$ cat src/rtl/channel_reduce_arbiter_if.sv
// Bundle of the NCH producer read channels and the single result write channel
// shared by the reduction scheduler.
interface channel_reduce_arbiter_if #(
    parameter int unsigned WIDTH = 32,
    parameter int unsigned NCH   = 4
);
    localparam int unsigned TW = $clog2(NCH);

    logic [NCH*WIDTH-1:0] in_out_data;
    logic [NCH-1:0]       in_read_ready;
    logic [NCH-1:0]       in_read_valid;
    logic [NCH-1:0]       in_rst;
    logic [WIDTH-1:0]     out_in_data;
    logic [TW-1:0]        out_tag;
    logic                 out_write_valid;
    logic                 out_rst;
    logic                 out_write_ready;
    logic                 busy;
    logic [TW-1:0]        grant;

    modport master (
        input  in_out_data, in_read_ready, out_write_ready,
        output in_read_valid, in_rst, out_in_data, out_tag, out_write_valid,
        output out_rst, busy, grant
    );

    modport slave (
        output in_out_data, in_read_ready, out_write_ready,
        input  in_read_valid, in_rst, out_in_data, out_tag, out_write_valid,
        input  out_rst, busy, grant
    );
endinterface

$ cat src/rtl/channel_reduce_arbiter.sv
// Round-robin reduction scheduler: reads LEN words from the granted channel,
// sums them modulo 2^WIDTH and writes the tagged sum to one output channel.
module channel_reduce_arbiter #(
    parameter int unsigned WIDTH = 32,
    parameter int unsigned NCH   = 4,
    parameter int unsigned LEN   = 4
) (
    input  logic                    clk,
    input  logic                    rst,
    channel_reduce_arbiter_if.master bus
);
    localparam int unsigned TW = $clog2(NCH);
    localparam int unsigned CW = (LEN > 1) ? $clog2(LEN) : 1;

    typedef enum logic [2:0] {IDLE, RD_REQ, RD_CAP, WR_WAIT, WR} state_t;

    state_t           state_q, state_d;
    logic [WIDTH-1:0] acc_q, acc_d;
    logic [CW-1:0]    cnt_q, cnt_d;
    logic [TW-1:0]    grant_q, grant_d;
    logic [TW-1:0]    last_q, last_d;
    logic [WIDTH-1:0] data_q, data_d;
    logic [TW-1:0]    tag_q, tag_d;
    logic             wv_q, wv_d;
    logic             busy_q;

    logic [TW-1:0]    pick;
    logic             any_ready;
    logic [TW:0]      idx;
    logic [WIDTH-1:0] rd_word;
    logic [NCH-1:0]   rv_c;

    // Next grant: first ready channel at offset 1..NCH after last; the
    // descending scan lets the smallest offset win.
    always_comb begin
        pick      = last_q;
        any_ready = 1'b0;
        idx       = '0;
        for (int k = NCH; k >= 1; k--) begin
            idx = {1'b0, last_q} + (TW+1)'(k);
            if (idx >= (TW+1)'(NCH)) begin
                idx = idx - (TW+1)'(NCH);
            end
            if (bus.in_read_ready[idx[TW-1:0]]) begin
                pick      = idx[TW-1:0];
                any_ready = 1'b1;
            end
        end
    end

    // Word presented by the granted channel.
    always_comb begin
        rd_word = '0;
        for (int i = 0; i < NCH; i++) begin
            if (grant_q == TW'(i)) begin
                rd_word = bus.in_out_data[i*WIDTH +: WIDTH];
            end
        end
    end

    // Next-state and output logic.
    always_comb begin
        state_d = state_q;
        acc_d   = acc_q;
        cnt_d   = cnt_q;
        grant_d = grant_q;
        last_d  = last_q;
        data_d  = data_q;
        tag_d   = tag_q;
        wv_d    = 1'b0;
        rv_c    = '0;
        case (state_q)
            IDLE: begin
                acc_d = '0;
                cnt_d = '0;
                if (any_ready) begin
                    grant_d = pick;
                    state_d = RD_REQ;
                end
            end
            RD_REQ: begin
                if (bus.in_read_ready[grant_q]) begin
                    rv_c[grant_q] = 1'b1;
                    state_d       = RD_CAP;
                end
            end
            RD_CAP: begin
                acc_d = acc_q + rd_word;
                if (cnt_q == CW'(LEN-1)) begin
                    state_d = WR_WAIT;
                end else begin
                    cnt_d   = cnt_q + 1'b1;
                    state_d = RD_REQ;
                end
            end
            WR_WAIT: begin
                // The write commits here so the strobe and payload are registered.
                if (bus.out_write_ready) begin
                    wv_d    = 1'b1;
                    data_d  = acc_q;
                    tag_d   = grant_q;
                    state_d = WR;
                end
            end
            WR: begin
                last_d  = grant_q;
                state_d = IDLE;
            end
            default: state_d = IDLE;
        endcase
    end

    always_ff @(posedge clk) begin
        if (rst) begin
            state_q <= IDLE;
            acc_q   <= '0;
            cnt_q   <= '0;
            grant_q <= '0;
            last_q  <= TW'(NCH-1);
            data_q  <= '0;
            tag_q   <= '0;
            wv_q    <= 1'b0;
            busy_q  <= 1'b0;
        end else begin
            state_q <= state_d;
            acc_q   <= acc_d;
            cnt_q   <= cnt_d;
            grant_q <= grant_d;
            last_q  <= last_d;
            data_q  <= data_d;
            tag_q   <= tag_d;
            wv_q    <= wv_d;
            busy_q  <= (state_d != IDLE);
        end
    end

    assign bus.in_read_valid   = rv_c;
    assign bus.in_rst          = '0;
    assign bus.out_in_data     = data_q;
    assign bus.out_tag         = tag_q;
    assign bus.out_write_valid = wv_q;
    assign bus.out_rst         = 1'b0;
    assign bus.busy            = busy_q;
    assign bus.grant           = grant_q;
endmodule
$ cat src/flat_wrapper.sv
// flat-port wrapper written by rule: the top's interface ports become plain ports
module channel_reduce_arbiter_flat 
#(
    parameter int unsigned WIDTH = 32,
    parameter int unsigned NCH   = 4,
    parameter int unsigned LEN   = 4
)
  (clk, rst, bus_in_out_data, bus_in_read_ready, bus_out_write_ready, bus_in_read_valid, bus_in_rst, bus_out_in_data, bus_out_tag, bus_out_write_valid, bus_out_rst, bus_busy, bus_grant);
  channel_reduce_arbiter_if #(.WIDTH(WIDTH), .NCH(NCH)) bus_i ();
  input  logic clk;
  input  logic rst;
  input wire logic [$bits(bus_i.in_out_data)-1:0] bus_in_out_data;
  input wire logic [$bits(bus_i.in_read_ready)-1:0] bus_in_read_ready;
  input wire logic [$bits(bus_i.out_write_ready)-1:0] bus_out_write_ready;
  output wire logic [$bits(bus_i.in_read_valid)-1:0] bus_in_read_valid;
  output wire logic [$bits(bus_i.in_rst)-1:0] bus_in_rst;
  output wire logic [$bits(bus_i.out_in_data)-1:0] bus_out_in_data;
  output wire logic [$bits(bus_i.out_tag)-1:0] bus_out_tag;
  output wire logic [$bits(bus_i.out_write_valid)-1:0] bus_out_write_valid;
  output wire logic [$bits(bus_i.out_rst)-1:0] bus_out_rst;
  output wire logic [$bits(bus_i.busy)-1:0] bus_busy;
  output wire logic [$bits(bus_i.grant)-1:0] bus_grant;
  assign bus_i.in_out_data = bus_in_out_data;
  assign bus_i.in_read_ready = bus_in_read_ready;
  assign bus_i.out_write_ready = bus_out_write_ready;
  assign bus_in_read_valid = bus_i.in_read_valid;
  assign bus_in_rst = bus_i.in_rst;
  assign bus_out_in_data = bus_i.out_in_data;
  assign bus_out_tag = bus_i.out_tag;
  assign bus_out_write_valid = bus_i.out_write_valid;
  assign bus_out_rst = bus_i.out_rst;
  assign bus_busy = bus_i.busy;
  assign bus_grant = bus_i.grant;
  channel_reduce_arbiter #(.WIDTH(WIDTH), .NCH(NCH), .LEN(LEN)) u_core (.clk(clk), .rst(rst), .bus(bus_i));
endmodule
$ cat config.mk
export PLATFORM = sky130hd
export DESIGN_NAME = channel_reduce_arbiter_flat
export DESIGN_NICKNAME = d
export VERILOG_FILES = /design/src/rtl/channel_reduce_arbiter_if.sv /design/src/rtl/channel_reduce_arbiter.sv /design/src/flat_wrapper.sv
export SDC_FILE = /design/constraint.sdc
export NUM_CORES = 1
export LEC_CHECK = 0
export CORE_MARGIN = 5
export CORE_UTILIZATION = 50
export DETAILED_ROUTE_END_ITERATION = 7
export PLACE_DENSITY = 0.94
export SYNTH_ARGS = -nofsm -noshare
export SYNTH_HDL_FRONTEND = slang
export SYNTH_SLANG_ARGS = --single-unit
$ cat constraint.sdc
create_clock -name clk -period 8.8 [get_ports clk]
set_clock_uncertainty 0.2 [all_clocks]
set_input_delay 1.76 -clock clk [delete_from_list [all_inputs] [get_ports clk]]
set_output_delay 1.76 -clock clk [all_outputs]
set_load 0.005 [all_outputs]
==> impl_metrics.json <==
{
  "fmax_mhz": 173,
  "min_to": "u_core.bus.out_in_data[18]$_SDFFE_PP0P_",
  "drive_gt1_share_pct": 8.63,
  "vdd_ir_drop_max_v": 0.0000938,
  "critical_path_class": "input pin to output port",
  "start_util_pct": 50.4,
  "hold_class": "register to register",
  "multi_input_area_um2": 3650,
  "endpoint_kind": "output port",
  "worst_slew_margin_rel_pct": 31.7,
  "grt_pass1_vias": 5536,
  "via_count": 5406,
  "pin_count": 182,
  "min_period_over_period_pct": 65.6,
  "grt_max_degree": 63,
  "power.leakage_uw": 0.00287,
  "worstMarginPinSlew_ns": 1.02,
  "placed_area_um2": 7200,
  "p_sw_uw": 351,
  "dr.pass1.iters": 7,
  "die-area_um2": 13000,
  "n_fill_cell": 834,
  "r2r_end": "u_core.acc_q[31]$_SDFFE_PP0P_",
  "cts_resized": 0,
  "period_needed_ns": 5.77,
  "final_util_pct": 69.6,
  "p_clk_share_pct": 30.0,
  "pre_cts_ws_ns": 3.02,
  "cp_max_fo": 4,
  "cts_root_buf": "clkbuf_8",
  "drt-initial-drc-count": 344,
  "clockBufferDepth": 2,
  "ant_nets": 0,
  "power_frac_comb_pct": 35.0,
  "die_w_um": 114,
  "drt-total-wl_mm": 16.7,
  "place_hpwl_mm": 12.7,
  "min_path_cells": 2,
  "synthArstFlopShare_pct": 0,
  "syn_inst": 628,
  "grt_usage_pct": 25.1,
  "worstPathArrival_ns": 3.81,
  "netlist_area_um2": 5390,
  "synth_edf_count": 0,
  "post_drt_via_cell_ratio": 5.83,
  "status": "finished clean",
  "avgSynthCellArea_um2": 8.59,
  "synth-main-ff-cell": "dfxtp_1",
  "cts_max_level": 3,
  "p_int_uw": 747,
  "seqPwrFrac_pct": 35.0,
  "seq_area_um2": 1540,
  "fin_nets": 958,
  "r2r_cells": 11,
  "layout_common_cells": "clkdlybuf4s50_1, nand2_1, dfxtp_1",
  "ys_types": 61,
  "cap_viol_max_count": 0,
  "seq_area_frac_synth_pct": 28.6,
  "wl_per_cell_um": 18.0,
  "drc": 0,
  "holdCritStartpoint": "u_core.bus.out_in_data[18]$_SDFFE_PP0P_",
  "layout_setup_ws_ns": 3.03,
  "ys_ff_latch": 77,
  "finalSetupViolations": 0,
  "reg2reg_slack_ns": 4.66,
  "maxSlewViolCount": 0,
  "port_buffers": 176,
  "hold_viol": 0,
  "cts_buffers": 9,
  "final_common_cell": "clkdlybuf4s50_1",
  "yosys_warnings": 0,
  "place_congestion": 0.919,
  "ctsHoldBuffers": 0,
  "clk_latency_ns": 0.37,
  "clk_pin_slew_ns": 0.07,
  "power_density_nw_per_um2": 148,
  "antenna_found_initial": 0,
  "grt-ovfl-total": 0,
  "diodes": 0,
  "post_cts_buffers": 0,
  "cts_tree": "yes",
  "p_sw_share_pct": 32.0,
  "grt_first_pass_wirelength_mm": 26.3,
  "syn_to_final_growth_pct": 38.0,
  "regToRegStartpoint": "u_core.bus.grant[0]$_SDFFE_PP0P_",
  "die_h_um": 114,
  "tns_ns": 0,
  "final_area_um2": 7440,
  "core_area_um2": 10700,
  "cp.required_ns": 6.84,
  "rows": 38,
  "rsz0062_at_grt": "false",
  "start_kind": "input pin",
  "cts_sinks": 77
}
[critical path, cell delays in order]
cell and delay (ns):
clkdlybuf4s50_1 0.54, mux4_2 0.26, inv_1 0.07, nor3b_1 0.39
nor3b_1 0.24, clkdlybuf4s50_1 0.55
[sequential cells by signal, summed over array words and instances, names as in the netlist]
name and flops:
u_core.acc_q 32, u_core.bus.out_in_data 32, u_core.state_q 3, u_core.bus.grant 2
u_core.bus.out_tag 2, u_core.cnt_q 2, u_core.last_q 2, u_core.bus.busy 1
u_core.bus.out_write_valid 1
[synth_stat cells (3+ instances only)]
cell	count	area (um2)
clkbuf_1	31	116
a31oi_1	4	25.0
a32o_1	3	30.0
o21ai_1	8	40.0
dfxtp_1	77	1540
mux2i_1	4	40.0
nand2_1	109	409
or3_1	7	43.8
inv_1	9	33.8
a211o_1	5	43.8
nor2_1	45	169
and2_1	4	25.0
o21ai_0	23	115
nand2b_1	7	43.8
a21o_1	17	128
a211oi_1	6	45.0
a21oi_1	71	355
o21bai_1	6	45.0
xnor2_1	9	78.8
xor2_1	15	131
ha_1	39	488
nand4_1	5	31.3
buf_4	5	37.5
buf_2	3	15.0
nor3_1	6	30.0
a22oi_1	12	90.1
mux4_2	33	743
o22ai_1	3	18.8
nor2b_1	7	43.8
nor3b_1	4	30.0
and3_1	5	31.3
nand3_1	12	60.1
[stage by stage]
stage | cells | hold slack, ns | total power (uW)
after floorplan | 632 | 0.243 | 641
after global placement | 912 | 0.241 | 751
after detailed placement | 912 | 0.245 | 769
after CTS | 928 | 0.256 | 1100
after global routing | 928 | 0.279 | 1150
final | 928 | 0.255 | 1100
[logic make-up (layout without fill, tap and decap cells)]
logic type,count (synthesis),count (layout),synth area share [%]
compound gates,179,179,21.2
xor+xnor,24,24,3.90
fa+ha+maj,40,40,9.42
buf+inv,51,207,3.97
flops,77,77,28.6
mux,38,38,14.7
other cells,1,5,0.0696
simple gates,218,218,18.1
[layout make-up]
type | instances | share of cell area, %
clock buffer | 10 | 1.72
multi-input combinational | 504 | 49.1
sequential | 77 | 20.7
clock inverter | 6 | 1.50
inverter | 10 | 0.504
tap | 140 | 2.35
timing repair buffer | 181 | 24.1
[routing by layer]
metal	track usage [%]	part of all wire (%)	up-vias
li1	-	-	2590
met1	29.7	38	2535
met2	45.6	52	246
met3	4.83	7.4	35
met4	8.16	2.5	0
met5	0	0	-
[worst max-delay path by stage]
stage,start,end,slack (ns)
2_1_floorplan,bus_in_read_ready[1],bus_in_read_valid[0],4.28
3_3_place_gp,bus_in_read_ready[1],bus_in_read_valid[0],3.12
3_5_place_dp,bus_in_read_ready[1],bus_in_read_valid[0],3.02
4_1_cts,bus_in_read_ready[1],bus_in_read_valid[0],3.02
5_1_grt,bus_in_read_ready[1],bus_in_read_valid[1],2.80
6_report,bus_in_read_ready[3],bus_in_read_valid[0],3.03
[power groups by stage]
stage | Clock (uW) | Sequential (uW) | Combinational, uW
after detailed placement | 0 | 392 | 378
after floorplan | 0 | 381 | 260
after CTS | 331 | 384 | 381
after global routing | 347 | 387 | 416
final | 329 | 384 | 385
after global placement | 0 | 390 | 361
Note: power is estimated with default switching activity, not from simulation.
